`src/rtl/palu_pkg.sv`:
```
// Shared types and constants for the palu multi-cycle ALU: op codes, FSM states
// and NZCV flag bit positions.
package palu_pkg;

    typedef enum logic [4:0] {
        OP_CPY = 5'd0,
        OP_ADD = 5'd1,
        OP_ADC = 5'd2,
        OP_SUB = 5'd3,
        OP_SBC = 5'd4,
        OP_CMP = 5'd5,
        OP_NEG = 5'd6,
        OP_AND = 5'd7,
        OP_OR  = 5'd8,
        OP_BIC = 5'd9,
        OP_XOR = 5'd10,
        OP_NOT = 5'd11,
        OP_LSL = 5'd12,
        OP_LSR = 5'd13,
        OP_ASR = 5'd14,
        OP_MUL = 5'd15
    } palu_op_t;

    typedef enum logic {
        ST_IDLE = 1'b0,
        ST_RUN  = 1'b1
    } palu_state_t;

    localparam int FLAG_N = 3;
    localparam int FLAG_Z = 2;
    localparam int FLAG_C = 1;
    localparam int FLAG_V = 0;

    function automatic logic is_shift(input palu_op_t op);
        return (op == OP_LSL) || (op == OP_LSR) || (op == OP_ASR);
    endfunction

endpackage

```
`src/rtl/palu_core.sv`:
```
// Combinational result and NZCV for the single-cycle codes (CPY..NOT).
// C and V come from the shared adder for arithmetic ops, otherwise pass through.
module palu_core
    import palu_pkg::*;
#(
    parameter int WIDTH = 32
) (
    input  logic [WIDTH-1:0] i_a,
    input  logic [WIDTH-1:0] i_b,
    input  palu_op_t         i_op,
    input  logic [3:0]       i_flags,
    output logic [WIDTH-1:0] o_result,
    output logic [3:0]       o_flags
);

    logic [WIDTH-1:0] w_x;
    logic [WIDTH-1:0] w_y;
    logic             w_cin;
    logic             w_arith;
    logic [WIDTH:0]   w_sum;

    // Every arithmetic op is x + y + cin; subtraction feeds ~b so carry-out means "no borrow".
    always_comb begin
        w_x     = i_a;
        w_y     = i_b;
        w_cin   = 1'b0;
        w_arith = 1'b0;
        case (i_op)
            OP_ADD: w_arith = 1'b1;
            OP_ADC: begin
                w_arith = 1'b1;
                w_cin   = i_flags[FLAG_C];
            end
            OP_SUB, OP_CMP: begin
                w_arith = 1'b1;
                w_y     = ~i_b;
                w_cin   = 1'b1;
            end
            OP_SBC: begin
                w_arith = 1'b1;
                w_y     = ~i_b;
                w_cin   = i_flags[FLAG_C];
            end
            OP_NEG: begin
                w_arith = 1'b1;
                w_x     = '0;
                w_y     = ~i_b;
                w_cin   = 1'b1;
            end
            default: ;
        endcase
        w_sum = {1'b0, w_x} + {1'b0, w_y} + {{WIDTH{1'b0}}, w_cin};
    end

    always_comb begin
        o_result = '0;
        case (i_op)
            OP_CPY: o_result = i_a;
            OP_ADD, OP_ADC, OP_SUB, OP_SBC, OP_CMP, OP_NEG: o_result = w_sum[WIDTH-1:0];
            OP_AND: o_result = i_a & i_b;
            OP_OR:  o_result = i_a | i_b;
            OP_BIC: o_result = i_a & ~i_b;
            OP_XOR: o_result = i_a ^ i_b;
            OP_NOT: o_result = ~i_a;
            default: o_result = '0;
        endcase

        o_flags         = i_flags;
        o_flags[FLAG_N] = o_result[WIDTH-1];
        o_flags[FLAG_Z] = (o_result == '0);
        if (w_arith) begin
            o_flags[FLAG_C] = w_sum[WIDTH];
            o_flags[FLAG_V] = (w_x[WIDTH-1] == w_y[WIDTH-1]) && (w_sum[WIDTH-1] != w_x[WIDTH-1]);
        end
    end

endmodule

```
`src/rtl/palu.sv`:
```
// palu top: start/done FSM, single-cycle commit via palu_core, one-bit-per-clock
// shifts and (when PALU_MUL_EN is defined) a shift-add multiplier.
module palu
    import palu_pkg::*;
#(
    parameter int WIDTH = 32
) (
    input  logic             clk,
    input  logic             rst,
    input  logic [WIDTH-1:0] in1,
    input  logic [WIDTH-1:0] in2,
    input  logic [4:0]       op,
    input  logic             fue,
    input  logic             start,
    output logic [WIDTH-1:0] out,
    output logic [3:0]       fout,
    output logic             busy,
    output logic             done
);

    localparam int SW = $clog2(WIDTH);
    localparam int CW = SW + 1;

    palu_state_t      r_state;
    palu_state_t      w_state_next;
    logic [CW-1:0]    r_cnt;
    logic [WIDTH-1:0] r_acc;
    palu_op_t         r_op;
    logic             r_fue;
    logic [WIDTH-1:0] r_out;
    logic [3:0]       r_fout;
    logic             r_done;
`ifdef PALU_MUL_EN
    logic [WIDTH-1:0] r_mcand;
    logic [WIDTH-1:0] r_mplier;
`endif

    palu_op_t         w_op_in;
    logic [SW-1:0]    w_k;
    logic             w_mul_in;
    logic [WIDTH-1:0] w_core_result;
    logic [3:0]       w_core_flags;

    logic             w_commit;
    logic [WIDTH-1:0] w_commit_out;
    logic [3:0]       w_commit_flags;
    logic             w_write_flags;
    logic             w_launch;
    logic [CW-1:0]    w_launch_cnt;
    logic [WIDTH-1:0] w_launch_acc;
    logic             w_step;
    logic [WIDTH-1:0] w_acc_next;
    logic             w_shift_c;

    assign w_op_in = palu_op_t'(op);
    assign w_k     = in2[SW-1:0];
`ifdef PALU_MUL_EN
    assign w_mul_in = (w_op_in == OP_MUL);
`else
    assign w_mul_in = 1'b0;
`endif

    palu_core #(.WIDTH(WIDTH)) u_core (
        .i_a      (in1),
        .i_b      (in2),
        .i_op     (w_op_in),
        .i_flags  (r_fout),
        .o_result (w_core_result),
        .o_flags  (w_core_flags)
    );

    always_ff @(posedge clk or posedge rst) begin
        if (rst) begin
            r_state <= ST_IDLE;
        end else begin
            r_state <= w_state_next;
        end
    end

    always_comb begin
        w_state_next   = r_state;
        w_commit       = 1'b0;
        w_commit_out   = '0;
        w_commit_flags = r_fout;
        w_write_flags  = 1'b0;
        w_launch       = 1'b0;
        w_launch_cnt   = '0;
        w_launch_acc   = in1;
        w_step         = 1'b0;
        w_acc_next     = r_acc;
        w_shift_c      = r_fout[FLAG_C];

        case (r_state)
            ST_IDLE: begin
                if (start) begin
                    if (is_shift(w_op_in) && (w_k != '0)) begin
                        w_launch     = 1'b1;
                        w_launch_cnt = CW'(w_k);
                        w_state_next = ST_RUN;
                    end else if (w_mul_in) begin
                        w_launch     = 1'b1;
                        w_launch_cnt = CW'(WIDTH);
                        w_launch_acc = '0;
                        w_state_next = ST_RUN;
                    end else begin
                        w_commit      = 1'b1;
                        w_write_flags = fue;
                        if (is_shift(w_op_in)) begin
                            // Zero-distance shift: pass in1 through, C and V untouched.
                            w_commit_out           = in1;
                            w_commit_flags[FLAG_N] = in1[WIDTH-1];
                            w_commit_flags[FLAG_Z] = (in1 == '0);
                        end else if (op <= 5'd11) begin
                            w_commit_out   = w_core_result;
                            w_commit_flags = w_core_flags;
                        end else begin
                            w_commit_out  = '0;
                            w_write_flags = 1'b0;
                        end
                    end
                end
            end
            ST_RUN: begin
                w_step = 1'b1;
                case (r_op)
                    OP_LSL: begin
                        w_acc_next = {r_acc[WIDTH-2:0], 1'b0};
                        w_shift_c  = r_acc[WIDTH-1];
                    end
                    OP_LSR: begin
                        w_acc_next = {1'b0, r_acc[WIDTH-1:1]};
                        w_shift_c  = r_acc[0];
                    end
                    OP_ASR: begin
                        w_acc_next = {r_acc[WIDTH-1], r_acc[WIDTH-1:1]};
                        w_shift_c  = r_acc[0];
                    end
                    default: begin
`ifdef PALU_MUL_EN
                        w_acc_next = r_mplier[0] ? (r_acc + r_mcand) : r_acc;
`endif
                    end
                endcase
                if (r_cnt == CW'(1)) begin
                    w_commit               = 1'b1;
                    w_commit_out           = w_acc_next;
                    w_commit_flags[FLAG_N] = w_acc_next[WIDTH-1];
                    w_commit_flags[FLAG_Z] = (w_acc_next == '0);
                    w_commit_flags[FLAG_C] = w_shift_c;
                    w_write_flags          = r_fue;
                    w_state_next           = ST_IDLE;
                end
            end
            default: w_state_next = ST_IDLE;
        endcase
    end

    always_ff @(posedge clk or posedge rst) begin
        if (rst) begin
            r_cnt    <= '0;
            r_acc    <= '0;
            r_op     <= OP_CPY;
            r_fue    <= 1'b0;
            r_out    <= '0;
            r_fout   <= '0;
            r_done   <= 1'b0;
`ifdef PALU_MUL_EN
            r_mcand  <= '0;
            r_mplier <= '0;
`endif
        end else begin
            r_done <= w_commit;
            if (w_commit) begin
                r_out <= w_commit_out;
                if (w_write_flags) begin
                    r_fout <= w_commit_flags;
                end
            end
            if (w_launch) begin
                r_acc    <= w_launch_acc;
                r_cnt    <= w_launch_cnt;
                r_op     <= w_op_in;
                r_fue    <= fue;
`ifdef PALU_MUL_EN
                r_mcand  <= in1;
                r_mplier <= in2;
`endif
            end else if (w_step) begin
                r_acc    <= w_acc_next;
                r_cnt    <= r_cnt - CW'(1);
`ifdef PALU_MUL_EN
                r_mcand  <= {r_mcand[WIDTH-2:0], 1'b0};
                r_mplier <= {1'b0, r_mplier[WIDTH-1:1]};
`endif
            end
        end
    end

    assign out  = r_out;
    assign fout = r_fout;
    assign busy = (r_state == ST_RUN);
    assign done = r_done;

endmodule
```
`config.mk`:
```
export PLATFORM = sky130hd
export DESIGN_NAME = palu
export DESIGN_NICKNAME = d
export VERILOG_FILES = /design/src/rtl/palu_pkg.sv /design/src/rtl/palu_core.sv /design/src/rtl/palu.sv
export SDC_FILE = /design/constraint.sdc
export NUM_CORES = 1
export LEC_CHECK = 0
export CAP_MARGIN = 30
export CORE_ASPECT_RATIO = 1.4
export CORE_MARGIN = 8
export CORE_UTILIZATION = 50
export CTS_CLUSTER_SIZE = 28
export DETAILED_ROUTE_END_ITERATION = 8
export PLACE_DENSITY = 0.79
export SKIP_CTS_REPAIR_TIMING = 1
export SYNTH_ARGS = -nofsm -noshare
export SYNTH_HDL_FRONTEND = slang
export SYNTH_SLANG_ARGS = --single-unit
```
`constraint.sdc`:
```
create_clock -name clk -period 3.5 [get_ports clk]
set_input_delay 0.7 -clock clk [delete_from_list [all_inputs] [get_ports clk]]
set_output_delay 0.7 -clock clk [all_outputs]
set_load 0.1 [all_outputs]
```
==> metrics.md, run 1 <==
| Metric | Value |
|---|---|
| Yosys top cell area share | 21.1% |
| CTS tree | yes |
| Largest net degree at the start of global routing | 43 |
| Vias in the first global route | 12,000 |
| Xor/xnor share of the synthesized area | 4.51% |
| Dpl hpwl | 32.9 mm |
| Main combinational cell family by area after synthesis | compound AO/OA/AOI/OAI gates |
| DRC violations left | 0 |
| Core Area | 19,100 um2 |
| Register area share after synthesis | 21.1% |
| Design Area, Final | 14,400 um2 |
| Critical path startpoint | op[0] |
| Via count | 12,700 |
| Worst R2R End | fout[2] |
| MaxCap Viol Count | 0 |
| Max frequency | 243 MHz |
| Slew at the pin closest to its max-slew limit | 999 ps |
| Initial antenna violation count | 0 |
| Starting density of the core | 50.8% |
| Final #Nets | 1,884 |
| DIE AREA | 24,200 um2 |
| Worst Path Class, Setup | in2reg |
| Simple-gate share of the synthesized area | 23.4% |
| Ys Warns | 0 |
| TritonCTS Sinks | 82 |
| Die Height | 181 um |
| Critical Path End | fout[2] |
| Final Wtd Congestion | 1.08 |
| Period utilisation layout | 118% |
| Post-synthesis adder-cell area fraction | 8.78% |
| Final worst path period need | 4120 ps |
| Reg-to-reg slack, setup | -450 ps |
| Setup Skew | 6.70 ps |
| Worst r2r path cells | 14 |
| Syn Std Cell Area | 9720 um2 |
| IO Count | 111 |
| Worst skew pair latency | 340 ps |
| Final setup viols | 25 |
| Worst EP required | 3770 ps |
| Top cells by area, synth | dfrtp_1 (21%), ha_1 (8.4%), nand2_1 (6.4%) |
| EDFF count, synth | 0 |
| CTS Buf Count | 9 |
| Worst-path fanout max | 7 |
| Post-Syn Area per Cell | 7.12 um2 |
| Overall power | 8.41 mW |
| Reg clk slew, reported paths | 70 ps |
| PD cells | 586 nW/um2 |
| Relative slew margins | 33.2% |
| Post-DRT Antenna Nets | 0 |
| Placed inst area | 13,300 um2 |
| CP endpoint kind | register |
| Synth async-reset ratio | 100% |
| Post-synth top area cell | dfrtp_1 |
| Worst Setup Start Kind | input pin |
| Clock root cell | clkbuf_16 |
| Slew Viols, Final | 0 |
| DR vias/cell | 6.38 |
| Final worst slack | -621 ps |
| Synth Net Count | 1,504 |
| GRT Total Usage | 32.9% |
| Predominant post-synthesis flop cell | dfrtp_1 |
| Pleak | 6.58 nW |
| Worst Hold Class | reg2reg |
| Worst reg2reg path startpoint | fout[1] |
| Final wirelength | 42.2 mm |
| H-tree levels | 3 |
| Final hold vios | 0 |
| First-pass GRT wire length | 64.5 mm |
| Buffers on Ports | 110 |
| Layout cells sized above 1 | 29.7% |
| N_diodes | 0 |
| RSZ-0062 raised after global routing | yes |
| VDD IR max | 0.413 mV |
| Hold Worst Slack | 509 ps |
| Unique masters post-synth | 87 |
| Max clock buf depth | 2 |
| Compound-Gate Fraction of Synth Area | 31.8% |
| # rows | 60 |
| Mapped Cells | 1,364 |
| GR Overflow Total | 0 |
| WL per Instance | 21.2 um |
| Status | complete, but fails checks |
| P&R area growth vs syn | 47.7% |
| DRT iter0 DRCs | 1,667 |
| Critical Path AT | 4390 ps |
| Multiplexer share of the synthesized area | 2.94% |
| Failing checks | negative setup slack |
| FF+latch count, synth | 82 |
| DR pass1 iterations | 7 |
| Die width | 134 um |
cell usage after synthesis (6+ instances only):
| cell | instances |
|---|---|
| nand2_1 | 165 |
| nor2_1 | 152 |
| a21oi_1 | 123 |
| o21ai_0 | 104 |
| dfrtp_1 | 82 |
| inv_1 | 78 |
| ha_1 | 65 |
| o22ai_1 | 56 |
| clkbuf_1 | 55 |
| xnor2_1 | 46 |
| nand3_1 | 35 |
| o211ai_1 | 26 |
| buf_2 | 24 |
| nor3_1 | 21 |
| o221ai_1 | 21 |
| mux2_2 | 20 |
| a211oi_1 | 19 |
| nor4_1 | 19 |
| nand4_1 | 18 |
| and3_1 | 15 |
| a211o_1 | 14 |
| a21o_1 | 11 |
| a31oi_1 | 11 |
| buf_1 | 9 |
| nand2b_1 | 9 |
| o2111ai_1 | 9 |
| o21ai_1 | 9 |
| or3_1 | 9 |
| a21boi_0 | 6 |
| mux2i_1 | 6 |
| o21a_1 | 6 |
per-layer routing:
layer | share of wire [%] | global-route usage [%] | wire length, um | up-vias
met3 | 9.3 | 4.30 | 3920 | 174
met5 | 0 | 0 | 0 | -
met2 | 47 | 53.5 | 19800 | 841
met4 | 5.5 | 18.6 | 2340 | 0
met1 | 38 | 41.0 | 16200 | 5941
li1 | - | - | - | 5784
critical path, stage by stage:
cell,delay (ps)
buf_6,100
buf_6,130
nor4b_4,340
buf_4,180
buf_12,110
buf_8,120
nor2_1,50
ha_1,350
a21o_1,210
a221o_1,390
a31o_1,290
and3b_2,280
o21ai_2,60
xnor2_1,190
o2111ai_1,180
nor4_2,360
nand4_1,170
a21oi_1,160
flip-flops by register name, summed over array words and instances (netlist names):
signal	cells
r_acc	32
out	32
r_cnt	6
busy	1
r_op	5
done	1
fout	4
r_fue	1
worst min-delay path by stage:
stage              from  endpoint  slack [ps]  cells past startpoint
3_5_place_dp   r_cnt[2]  r_cnt[2]         500                      1
2_1_floorplan   r_op[2]   r_op[2]         460                      1
4_1_cts        r_cnt[2]  r_cnt[2]         510                      1
5_1_grt        r_cnt[2]  r_cnt[2]         520                      1
3_3_place_gp    r_op[3]   r_op[3]         470                      1
6_report        r_op[4]   r_op[4]         510                      1
cell families (layout without fill, tap and decap cells):
| logic type | after synthesis | count (layout) |
|---|---|---|
| simple gates | 489 | 489 |
| compound gates | 475 | 475 |
| buf+inv | 175 | 560 |
| flops | 82 | 82 |
| fa+ha+maj | 67 | 67 |
| xor+xnor | 50 | 50 |
| mux | 26 | 26 |
per-stage QoR:
stage / utilization, % / TNS, ps / setup WS [ps] / cells
after floorplan: - / -5790 / -542 / 1364
after global placement: 69.2 / -29150 / -1250 / 1954
after detailed placement: 69.2 / -31360 / -1310 / 1954
after CTS: 71.1 / -20100 / -989 / 1970
after global routing: 75.0 / -9850 / -727 / 1997
final: 75.0 / -7730 / -621 / 1997
where the power goes:
part / switching [mW] / internal [mW]
Clock: 0.401 / 0.769
Sequential: 0.431 / 1.33
Combinational: 3.47 / 2.00
Total: 4.31 / 4.10
layout make-up:
cell class,instances,area [um2]
inverter,79,298
tap,248,310
sequential,82,2050
clock inverter,7,141
multi-input combinational,1107,7460
fill,1427,4790
timing repair buffer,465,3860
clock buffer,9,225
layout by cell type, fill, tap and decap left out, types with 16 or more instances in the layout:
| cell | netlist | final |
|---|---|---|
| nand3_1 | 35 | 31 |
| dfrtp_1 | 82 | 82 |
| xnor2_1 | 46 | 41 |
| o211ai_1 | 26 | 26 |
| o21ai_0 | 104 | 93 |
| nand2_1 | 165 | 161 |
| clkdlybuf4s50_1 | 0 | 93 |
| ha_1 | 65 | 63 |
| buf_4 | 5 | 345 |
| mux2_2 | 20 | 20 |
| nor2_1 | 152 | 143 |
| nand4_1 | 18 | 18 |
| o221ai_1 | 21 | 18 |
| buf_6 | 3 | 16 |
| a21oi_1 | 123 | 103 |
| o22ai_1 | 56 | 55 |
| inv_1 | 78 | 77 |
Note: power is estimated with default switching activity, not from simulation.
==> run 2, diff against run 1 <==
Settings changed: CORE_UTILIZATION 50 to 53, PLACE_DENSITY 0.79 to 0.83.
==> run 2 against run 1 <==
Against the previous run: the run still ends with negative setup slack left; worst hold slack got worse by 5.4 ps; first-iteration DRC count up 4.9%; combinational power about the same; global-route usage is 2.8 points higher; clock power down 22%; fmax down 1.6%.
==> metrics.md, run 2 (same netlist as run 1, synthesis figures left out) <==
| Metric | Value |
|---|---|
| Final #Nets | 1,862 (-1.2%) |
| Worst R2R End | fout[2] |
| Critical Path AT | 4460 ps (+70 ps) |
| Worst Hold Class | reg2reg |
| P&R area growth vs syn | 45.7% |
| Worst skew pair latency | 340 ps (about the same) |
| Area of the multi-input gates | 7540 um2 (+1.1%) |
| Fill count | 1,337 (-6.3%) |
| Buffers on Ports | 110 (unchanged) |
| # rows | 58 (-3.3%) |
| Worst Hold Path EP | r_op[3] |
| Clock root cell | clkbuf_16 |
| GR Overflow Total | 0 (unchanged) |
| Worst Setup Start Kind | input pin |
| DR pass1 iterations | 7 (unchanged) |
| Period utilisation layout | 120% (+1.9 points) |
| Slew Viols, Final | 0 (unchanged) |
| Final hold vios | 0 (unchanged) |
| Worst-path fanout max | 3 (-4) |
| Commonest non-fill, non-tap cell in the layout | buf_4 |
| Die width | 130 um (-2.5%) |
| Layout cells sized above 1 | 29.9% (+0.20 points) |
| Final worst slack | -689 ps (-67.6 ps) |
| Pleak | 6.48 nW (-1.6%) |
| Dpl hpwl | 33.0 mm (+0.26%) |
| N_diodes | 0 (unchanged) |
| Most frequent cells in the layout | buf_4 (331), nand2_1 (158), nor2_1 (142) |
| Met2 routed WL | 19.7 mm (-0.16%) |
| Worst r2r path cells | 14 (unchanged) |
| Reg-to-reg slack, setup | -520 ps (-70 ps) |
| Die Height | 176 um (-2.6%) |
| Relative slew margins | 32.3% (-0.87 points) |
| Hold Worst Slack | 503 ps (-5.36 ps) |
| Highest metal used | met4 |
| Slew at the pin closest to its max-slew limit | 1010 ps (+13.0 ps) |
| Largest net degree at the start of global routing | 83 (+93%) |
| Vias in the first global route | 12,000 (+0.033%) |
| Worst EP required | 3770 ps (about the same) |
| Hold Crit Depth | 1 (unchanged) |
| Startpoint of the worst hold path | r_op[3] |
| Worst Path Class, Setup | in2reg |
| CTS Buf Count | 9 (unchanged) |
| Worst reg2reg path startpoint | fout[1] |
| WL per Instance | 21.5 um (+1.6%) |
| RSZ-0062 raised after global routing | yes |
| Reg clk slew, reported paths | 60 ps (about the same) |
| Core Area | 18,000 um2 (-6.0%) |
| Starting density of the core | 54.0% (+3.2 points) |
| DR vias/cell | 6.47 (+1.3%) |
| PD cells | 574 nW/um2 (-2.0%) |
| DIE AREA | 23,000 um2 (-5.1%) |
| Max frequency | 239 MHz (-1.6%) |
| Inst Count DP | 1,928 (-1.3%) |
| Status | complete, but fails checks |
| IO Count | 111 (unchanged) |
| GRT Total Usage | 35.8% (+2.8 points) |
| Post-DRT Antenna Nets | 0 (unchanged) |
| Via count | 12,700 (-0.17%) |
| DRT iter0 DRCs | 1,748 (+4.9%) |
| Final Instance Count excl. Fillers | 1,967 (-1.5%) |
| TritonCTS Sinks | 82 (unchanged) |
| Final wirelength | 42.3 mm (+0.11%) |
| Max clock buf depth | 2 (unchanged) |
| DRC violations left | 0 (unchanged) |
| FF+latch area | 2050 um2 (unchanged) |
| CTS tree | yes |
| Failing checks | negative setup slack |
| MaxCap Viol Count | 0 (unchanged) |
| DR WL met3 | 3.73 mm (-4.9%) |
| VDD IR max | 0.496 mV (+20%) |
| H-tree levels | 3 (unchanged) |
| First-pass GRT wire length | 64.7 mm (+0.28%) |
| Final worst path period need | 4190 ps (+67.6 ps) |
| Final setup viols | 23 (-8.0%) |
| Setup Skew | 6.90 ps (+0.196 ps) |
| CP endpoint kind | register |
| DRT met1 WL | 16.4 mm (+1.1%) |
| Initial antenna violation count | 0 (unchanged) |
| Final Wtd Congestion | 1.05 (-3.6%) |
## run 2: worst max-delay path, cell delays in order
cell             delay (ps)
clkdlybuf4s50_1         470
xnor2_1                 180
fa_2                    360
fa_2                    360
a21o_1                  200
a221o_1                 400
a31o_1                  300
o21a_1                  220
o2111a_1                240
a211oi_2                290
nand4_1                 160
nor4_1                  240
nand4_1                 170
a21oi_1                 170
## run 2: cell type report
| cell class | instances | share of cell area, % |
|---|---|---|
| multi-input cells | 1107 | 53.3 |
| repair buffers | 443 | 26.0 |
| flip-flops and latches | 82 | 14.5 |
| well taps | 240 | 2.12 |
| inverters | 79 | 2.10 |
| clock buffers | 14 | 1.94 |
| clock inverters | 2 | 0.0707 |
## run 2: per-stage QoR
step	setup TNS [ps]	worst slack (ps)	util, %	area (um2)	power [mW]
floorplan	-5790	-542	-	9780	5.13
global placement	-29490	-1220	72.9	13100	6.70
CTS	-20710	-1010	74.5	13400	7.77
finish	-5040	-689	78.7	14200	8.12
global route	-7640	-803	78.7	14200	8.54
detailed placement	-32580	-1340	72.9	13100	6.85
## run 2: report_power, final
part,switching [mW],internal [mW]
logic,3.46,1.99
registers,0.441,1.33
clock network,0.370,0.537
total,4.27,3.85
## run 2: how the worst max path moves through the flow
stage,startpoint,to,slack (ps),cells after the start
detailed placement,op[1],fout[2],-1340,17
global placement,op[1],fout[2],-1220,17
floorplan,op[4],fout[2],-540,16
finish,in2[0],fout[2],-690,14
global route,in2[0],fout[2],-800,15
CTS,op[1],fout[2],-1010,17
## run 2: routing by layer
layer | up-vias | GRT usage [%]
li1 | 5744 | -
met1 | 5955 | 44.8
met2 | 819 | 57.3
met3 | 200 | 5.53
met4 | 0 | 20.2
met5 | - | 0
